`src/rtl/serial_subtractor_pkg.sv`:
```
// -----------------------------------------------------------------------------
// serial_subtractor_pkg
// Shared definitions for the bit-serial subtractor: FSM state encodings and
// the default operand width.
// Optional feature macro used by the design: SERIAL_SUB_OVF_EN (adds ovf_out).
// -----------------------------------------------------------------------------
package serial_subtractor_pkg;

  // Default operand/result width in bits.
  localparam int SERIAL_SUB_DEFAULT_WIDTH = 8;

  // Controller states. Encodings are fixed so other tools and labs can decode them.
  typedef enum logic [1:0] {
    ST_IDLE  = 2'd0,
    ST_SHIFT = 2'd1,
    ST_DONE  = 2'd2
  } sub_state_t;

endpackage : serial_subtractor_pkg

```
`src/rtl/serial_subtractor_full_subtractor.sv`:
```
// -----------------------------------------------------------------------------
// full_subtractor
// Purely combinational 1-bit full subtractor cell: computes a - b - bin.
// Ports:
//   a_in     : minuend bit
//   b_in     : subtrahend bit
//   bin_in   : borrow in
//   diff_out : difference bit (a ^ b ^ bin)
//   bout_out : borrow out
// -----------------------------------------------------------------------------
module full_subtractor (
  input  logic a_in,
  input  logic b_in,
  input  logic bin_in,
  output logic diff_out,
  output logic bout_out
);

  assign diff_out = a_in ^ b_in ^ bin_in;
  // Borrow out when the subtrahend side (b plus incoming borrow) exceeds a.
  assign bout_out = (~a_in & b_in) | (~a_in & bin_in) | (b_in & bin_in);

endmodule : full_subtractor

```
`src/rtl/serial_subtractor.sv`:
```
// -----------------------------------------------------------------------------
// serial_subtractor
// Bit-serial WIDTH-bit unsigned subtractor (a_in - b_in, modulo 2^WIDTH),
// processed LSB first, one bit per clock, through a single full_subtractor
// cell and a registered borrow. A start/busy/done handshake launches work.
//
// Parameters:
//   WIDTH      : operand/result width (>= 2)
// Ports:
//   clock      : rising-edge clock
//   reset      : synchronous active-high reset
//   start_in   : start request, only honoured in IDLE or DONE
//   a_in/b_in  : minuend / subtrahend, captured on an accepted start
//   busy_out   : high while the FSM is in SHIFT
//   done_out   : one-cycle pulse while in DONE (result valid)
//   diff_out   : difference, held until the next completion or reset
//   borrow_out : final borrow (a_in < b_in unsigned), held with diff_out
//   ovf_out    : signed overflow flag, present only when SERIAL_SUB_OVF_EN
//                is defined
// -----------------------------------------------------------------------------
module serial_subtractor
  import serial_subtractor_pkg::*;
#(
  parameter int WIDTH = SERIAL_SUB_DEFAULT_WIDTH
) (
  input  logic             clock,
  input  logic             reset,
  input  logic             start_in,
  input  logic [WIDTH-1:0] a_in,
  input  logic [WIDTH-1:0] b_in,
  output logic             busy_out,
  output logic             done_out,
  output logic [WIDTH-1:0] diff_out,
  output logic             borrow_out
`ifdef SERIAL_SUB_OVF_EN
  ,
  output logic             ovf_out
`endif
);

  localparam int CW = $clog2(WIDTH + 1);

  sub_state_t       state_q, state_d;
  logic [CW-1:0]    count_q, count_d;
  logic             borrow_q, borrow_d;
  logic [WIDTH-1:0] a_q, a_d;
  logic [WIDTH-1:0] b_q, b_d;
  logic [WIDTH-1:0] res_q, res_d;
  logic [WIDTH-1:0] diff_q, diff_d;
  logic             borrow_out_q, borrow_out_d;
`ifdef SERIAL_SUB_OVF_EN
  logic             ovf_q, ovf_d;
`endif

  logic fs_diff;
  logic fs_bout;

  full_subtractor u_fs (
    .a_in     (a_q[0]),
    .b_in     (b_q[0]),
    .bin_in   (borrow_q),
    .diff_out (fs_diff),
    .bout_out (fs_bout)
  );

  always_comb begin
    state_d      = state_q;
    count_d      = count_q;
    borrow_d     = borrow_q;
    a_d          = a_q;
    b_d          = b_q;
    res_d        = res_q;
    diff_d       = diff_q;
    borrow_out_d = borrow_out_q;
`ifdef SERIAL_SUB_OVF_EN
    ovf_d        = ovf_q;
`endif

    case (state_q)
      ST_IDLE, ST_DONE: begin
        if (start_in) begin
          a_d      = a_in;
          b_d      = b_in;
          borrow_d = 1'b0;
          count_d  = '0;
          res_d    = '0;
          state_d  = ST_SHIFT;
        end else if (state_q == ST_DONE) begin
          state_d = ST_IDLE;
        end
      end

      ST_SHIFT: begin
        a_d      = {1'b0, a_q[WIDTH-1:1]};
        b_d      = {1'b0, b_q[WIDTH-1:1]};
        borrow_d = fs_bout;
        // New difference bit enters at the MSB; after WIDTH shifts the
        // first (LSB) bit has walked down to bit 0.
        res_d    = {fs_diff, res_q[WIDTH-1:1]};
        count_d  = count_q + CW'(1);
        if (count_q == CW'(WIDTH - 1)) begin
          diff_d       = {fs_diff, res_q[WIDTH-1:1]};
          borrow_out_d = fs_bout;
`ifdef SERIAL_SUB_OVF_EN
          // Borrow into the MSB differs from borrow out of it.
          ovf_d        = borrow_q ^ fs_bout;
`endif
          state_d      = ST_DONE;
        end
      end

      default: state_d = ST_IDLE;
    endcase
  end

  always_ff @(posedge clock) begin
    if (reset) begin
      state_q      <= ST_IDLE;
      count_q      <= '0;
      borrow_q     <= 1'b0;
      a_q          <= '0;
      b_q          <= '0;
      res_q        <= '0;
      diff_q       <= '0;
      borrow_out_q <= 1'b0;
`ifdef SERIAL_SUB_OVF_EN
      ovf_q        <= 1'b0;
`endif
    end else begin
      state_q      <= state_d;
      count_q      <= count_d;
      borrow_q     <= borrow_d;
      a_q          <= a_d;
      b_q          <= b_d;
      res_q        <= res_d;
      diff_q       <= diff_d;
      borrow_out_q <= borrow_out_d;
`ifdef SERIAL_SUB_OVF_EN
      ovf_q        <= ovf_d;
`endif
    end
  end

  // Handshake outputs are straight decodes of the registered state.
  assign busy_out   = (state_q == ST_SHIFT);
  assign done_out   = (state_q == ST_DONE);
  assign diff_out   = diff_q;
  assign borrow_out = borrow_out_q;
`ifdef SERIAL_SUB_OVF_EN
  assign ovf_out    = ovf_q;
`endif

endmodule : serial_subtractor

```
`config.mk`:
```
export PLATFORM = sky130hd
export DESIGN_NAME = serial_subtractor
export DESIGN_NICKNAME = d
export VERILOG_FILES = /design/src/rtl/serial_subtractor_pkg.sv /design/src/rtl/serial_subtractor_full_subtractor.sv /design/src/rtl/serial_subtractor.sv
export SDC_FILE = /design/constraint.sdc
export NUM_CORES = 1
export LEC_CHECK = 0
export BUFFER_PORTS_ARGS = -buffer_cell sky130_fd_sc_hd__clkbuf_2
export CAP_MARGIN = 20
export CORE_MARGIN = 3
export CORE_UTILIZATION = 55
export CTS_BUF_LIST = sky130_fd_sc_hd__clkbuf_4
export CTS_CLUSTER_SIZE = 20
export DETAILED_ROUTE_END_ITERATION = 12
export GPL_TIMING_DRIVEN = 0
export PLACE_DENSITY = 0.79
export SLEW_MARGIN = 20
export SYNTH_ARGS = -nofsm -noshare
export SYNTH_HDL_FRONTEND = slang
export SYNTH_HIERARCHICAL = 1
export SYNTH_SLANG_ARGS = --single-unit
```
`constraint.sdc`:
```
create_clock -name clock -period 1.8 [get_ports clock]
set_clock_uncertainty 0.1 [all_clocks]
set_input_delay 0.36 -clock clock [delete_from_list [all_inputs] [get_ports clock]]
set_output_delay 0.36 -clock clock [all_outputs]
set_load 0.1 [all_outputs]
```
==> out/metrics.yaml <==
run_status: "finished clean"
via_per_inst: 5.514
synth_area_sq_um: 1669
die_x_um: 61.09
area_growth_pct: 15.44
stdcell_area_sq_um: 1927
hold_viol: 0
final_nets: 236
powerDensity_nw_per_um2: 805.2
grt_pass1_vias: 1312
r2r_slack_ns: 0.32
drtAntennaViolNets: 0
hold_path.class: "in2reg"
grt_overflow_total: 0
dpl.cell_count: 240
dieArea_sq_um: 3732
finalNonFillerCells: 247
clock-sinks: 39
routed_wl_mm: 3.288
ys_types: 27
numCtsBuffers: 5
grtUsageTotal: 0.2007
drive_above_1_share: 0.2361
crit_type: "reg2out"
clkLatencyLatePin_ns: 0.34
vias: 1362
min-delay-start: "b_in[7]"
r2r_cells: 4
seq_area_frac_synth: 0.4678
row_count: 19
antenna_found_initial: 0
grt_pass1_wl_mm: 5.506
grt_setup_unrepaired: "no"
grt_max_degree: 20
postCtsSetupRepairBufs: 0
remaining_drc_errors: 0
holdPathEnd: "b_q[7]"
hpwlAfterDp_mm: 2.420
clock-root-buffer: "clkbuf_4"
p_leak_nw: 0.7477
synth_fp_nets: 201
place.gp.congestion: 0.7656
ir_drop_mv: 0.6305
port_buffers: 29
pre_cts_slack_ns: -0.01965
initial_core_util: 0.5900
pin_count: 30
placed_cell_area_sq_um: 1856
wire_per_inst_um: 13.31
ys.warnings.count: 6
synth.ff_latch_count: 39
cp-start-kind: "flop"
setup_viol: 0
firstDrtPassIters: 4
clk_pin_slew_ns: 0.11
maxCapViolCount: 0
reg2reg_from: "count_q[0]"
fmaxAchievable_ghz: 0.5860
period_minus_slack_ns: 1.706
crit_arrival_ns: 1.25
synth_area_per_cell_sq_um: 9.273
required_ns: 1.34
diodes: 0
cp-end-kind: "output port"
drv_slew: 0
fin_ws_ns: 0.09357
holdPathStages: 3
worst_pin_slew_ns: 0.5395
tritoncts: "done"
core_sq_um: 2829
clockBufferDepth: 2
syn_inst: 180
period_share: 0.9480
drt-initial-drc-count: 51
n_fill_cell: 258
slew_headroom: 0.6419
cp_max_fo: 19
die_h_um: 61.09
cts_max_level: 2
reg2reg_to: "diff_out[2]"
-- per-stage QoR --
| step | power [W] | utilization | setup TNS (ns) | hold WS, ns |
|---|---|---|---|---|
| 2_1_floorplan | 0.001084 | - | 0 | 0.3456 |
| 3_3_place_gp | 0.001134 | 0.6559 | -0.01011 | 0.3543 |
| 3_5_place_dp | 0.001143 | 0.6559 | -0.01965 | 0.3608 |
| 4_1_cts | 0.001563 | 0.6811 | 0 | 0.1177 |
| 5_1_grt | 0.001636 | 0.6811 | 0 | 0.1269 |
| 6_report | 0.001551 | 0.6811 | 0 | 0.1248 |
-- worst max path at each step --
| stage | cells past startpoint | from | slack (ns) | end |
|---|---|---|---|---|
| floorplan | 1 | state_q[0] | 0.20 | done_out |
| global placement | 4 | state_q[1] | -0.01 | busy_out |
| detailed placement | 4 | state_q[1] | -0.02 | busy_out |
| CTS | 3 | state_q[1] | 0.08 | busy_out |
| global route | 3 | state_q[0] | 0.008 | busy_out |
| finish | 3 | state_q[1] | 0.09 | busy_out |
-- worst max-delay path, cell delays in order (launching register included) --
cell       delay (ns)
dfxtp_1          0.31
nand2b_2         0.22
clkinv_4         0.15
clkbuf_16        0.22
-- logic make-up (layout without fill, tap and decap cells) --
family	count (synthesis)	after routing	share of synthesized area
buf+inv	18	54	0.06596
fa+ha+maj	2	2	0.01949
flops	39	39	0.4678
compound gates	43	43	0.1544
simple gates	67	67	0.2226
mux	11	11	0.06971
-- cells in the mapped netlist --
| library cell | n | share of area |
|---|---|---|
| nand4_1 | 1 | 0.0038 |
| nor2_8 | 1 | 0.012 |
| buf_4 | 6 | 0.027 |
| dfxtp_1 | 39 | 0.47 |
| inv_1 | 2 | 0.0045 |
| buf_2 | 3 | 0.0090 |
| a211oi_2 | 1 | 0.0075 |
| mux2_1 | 1 | 0.0067 |
| fa_1 | 1 | 0.012 |
| a21oi_1 | 28 | 0.084 |
| buf_6 | 2 | 0.013 |
| nor3b_1 | 1 | 0.0045 |
| clkbuf_1 | 3 | 0.0067 |
| nor2_1 | 2 | 0.0045 |
| clkinv_2 | 1 | 0.0030 |
| nand2b_1 | 20 | 0.075 |
| nor2b_1 | 2 | 0.0075 |
| buf_1 | 1 | 0.0022 |
| ha_1 | 1 | 0.0075 |
| mux2_4 | 1 | 0.0090 |
| mux2i_1 | 9 | 0.054 |
| nand2_1 | 11 | 0.025 |
| nor3_1 | 1 | 0.0030 |
| nand2b_2 | 1 | 0.0052 |
| nand3b_1 | 1 | 0.0045 |
| nand3_1 | 26 | 0.078 |
| a22oi_1 | 14 | 0.063 |
-- per-layer routing --
| layer | track usage | wire length [um] | vias to the layer above |
|---|---|---|---|
| met5 | 0 | 0 | - |
| met4 | 0.07430 | 68 | 0 |
| met3 | 0.06709 | 158 | 8 |
| met2 | 0.3565 | 1725 | 31 |
| met1 | 0.2209 | 1335 | 625 |
| li1 | - | - | 698 |
-- layout by cell type, fill, tap and decap left out, types with 3 or more instances in the layout --
cell / n
nand2b_1: 20
a22oi_1: 14
buf_4: 6
clkbuf_4: 6
clkbuf_1: 3
nand3_1: 26
clkbuf_2: 28
nand2_1: 11
a21oi_1: 28
dfxtp_1: 39
mux2i_1: 9
-- where the power goes --
group | internal (W) | total [W] | switching, W
Sequential | 0.000894 | 0.000913 | 0.0000191
Combinational | 0.0000913 | 0.000216 | 0.000125
Clock | 0.000160 | 0.000422 | 0.000262
Total | 0.00115 | 0.00155 | 0.000406
-- cell type report --
class / count / area (sq um) / area share
repair buffers: 29 / 165.2 / 0.08571
clock buffers: 6 / 45.04 / 0.02338
clock inverters: 2 / 7.507 / 0.003896
flip-flops and latches: 39 / 780.7 / 0.4052
inverters: 3 / 16.27 / 0.008442
plain buffers: 14 / 92.59 / 0.04805
multi-input cells: 123 / 780.7 / 0.4052
well taps: 31 / 38.79 / 0.02013
-- registers in the layout (all words and copies together), names as in the netlist --
signal	count
a_q	8
count_q	4
borrow_q	1
b_q	8
state_q	2
diff_out	8
borrow_out	1
res_q	7
-- what timing repair did --
action | in CTS | in global routing
hold buffers | 0 | 0
gates resized for setup | 4 | 0
endpoints found under the setup margin | 1 | 0
No activity file was read; power rests on OpenSTA's default activity.
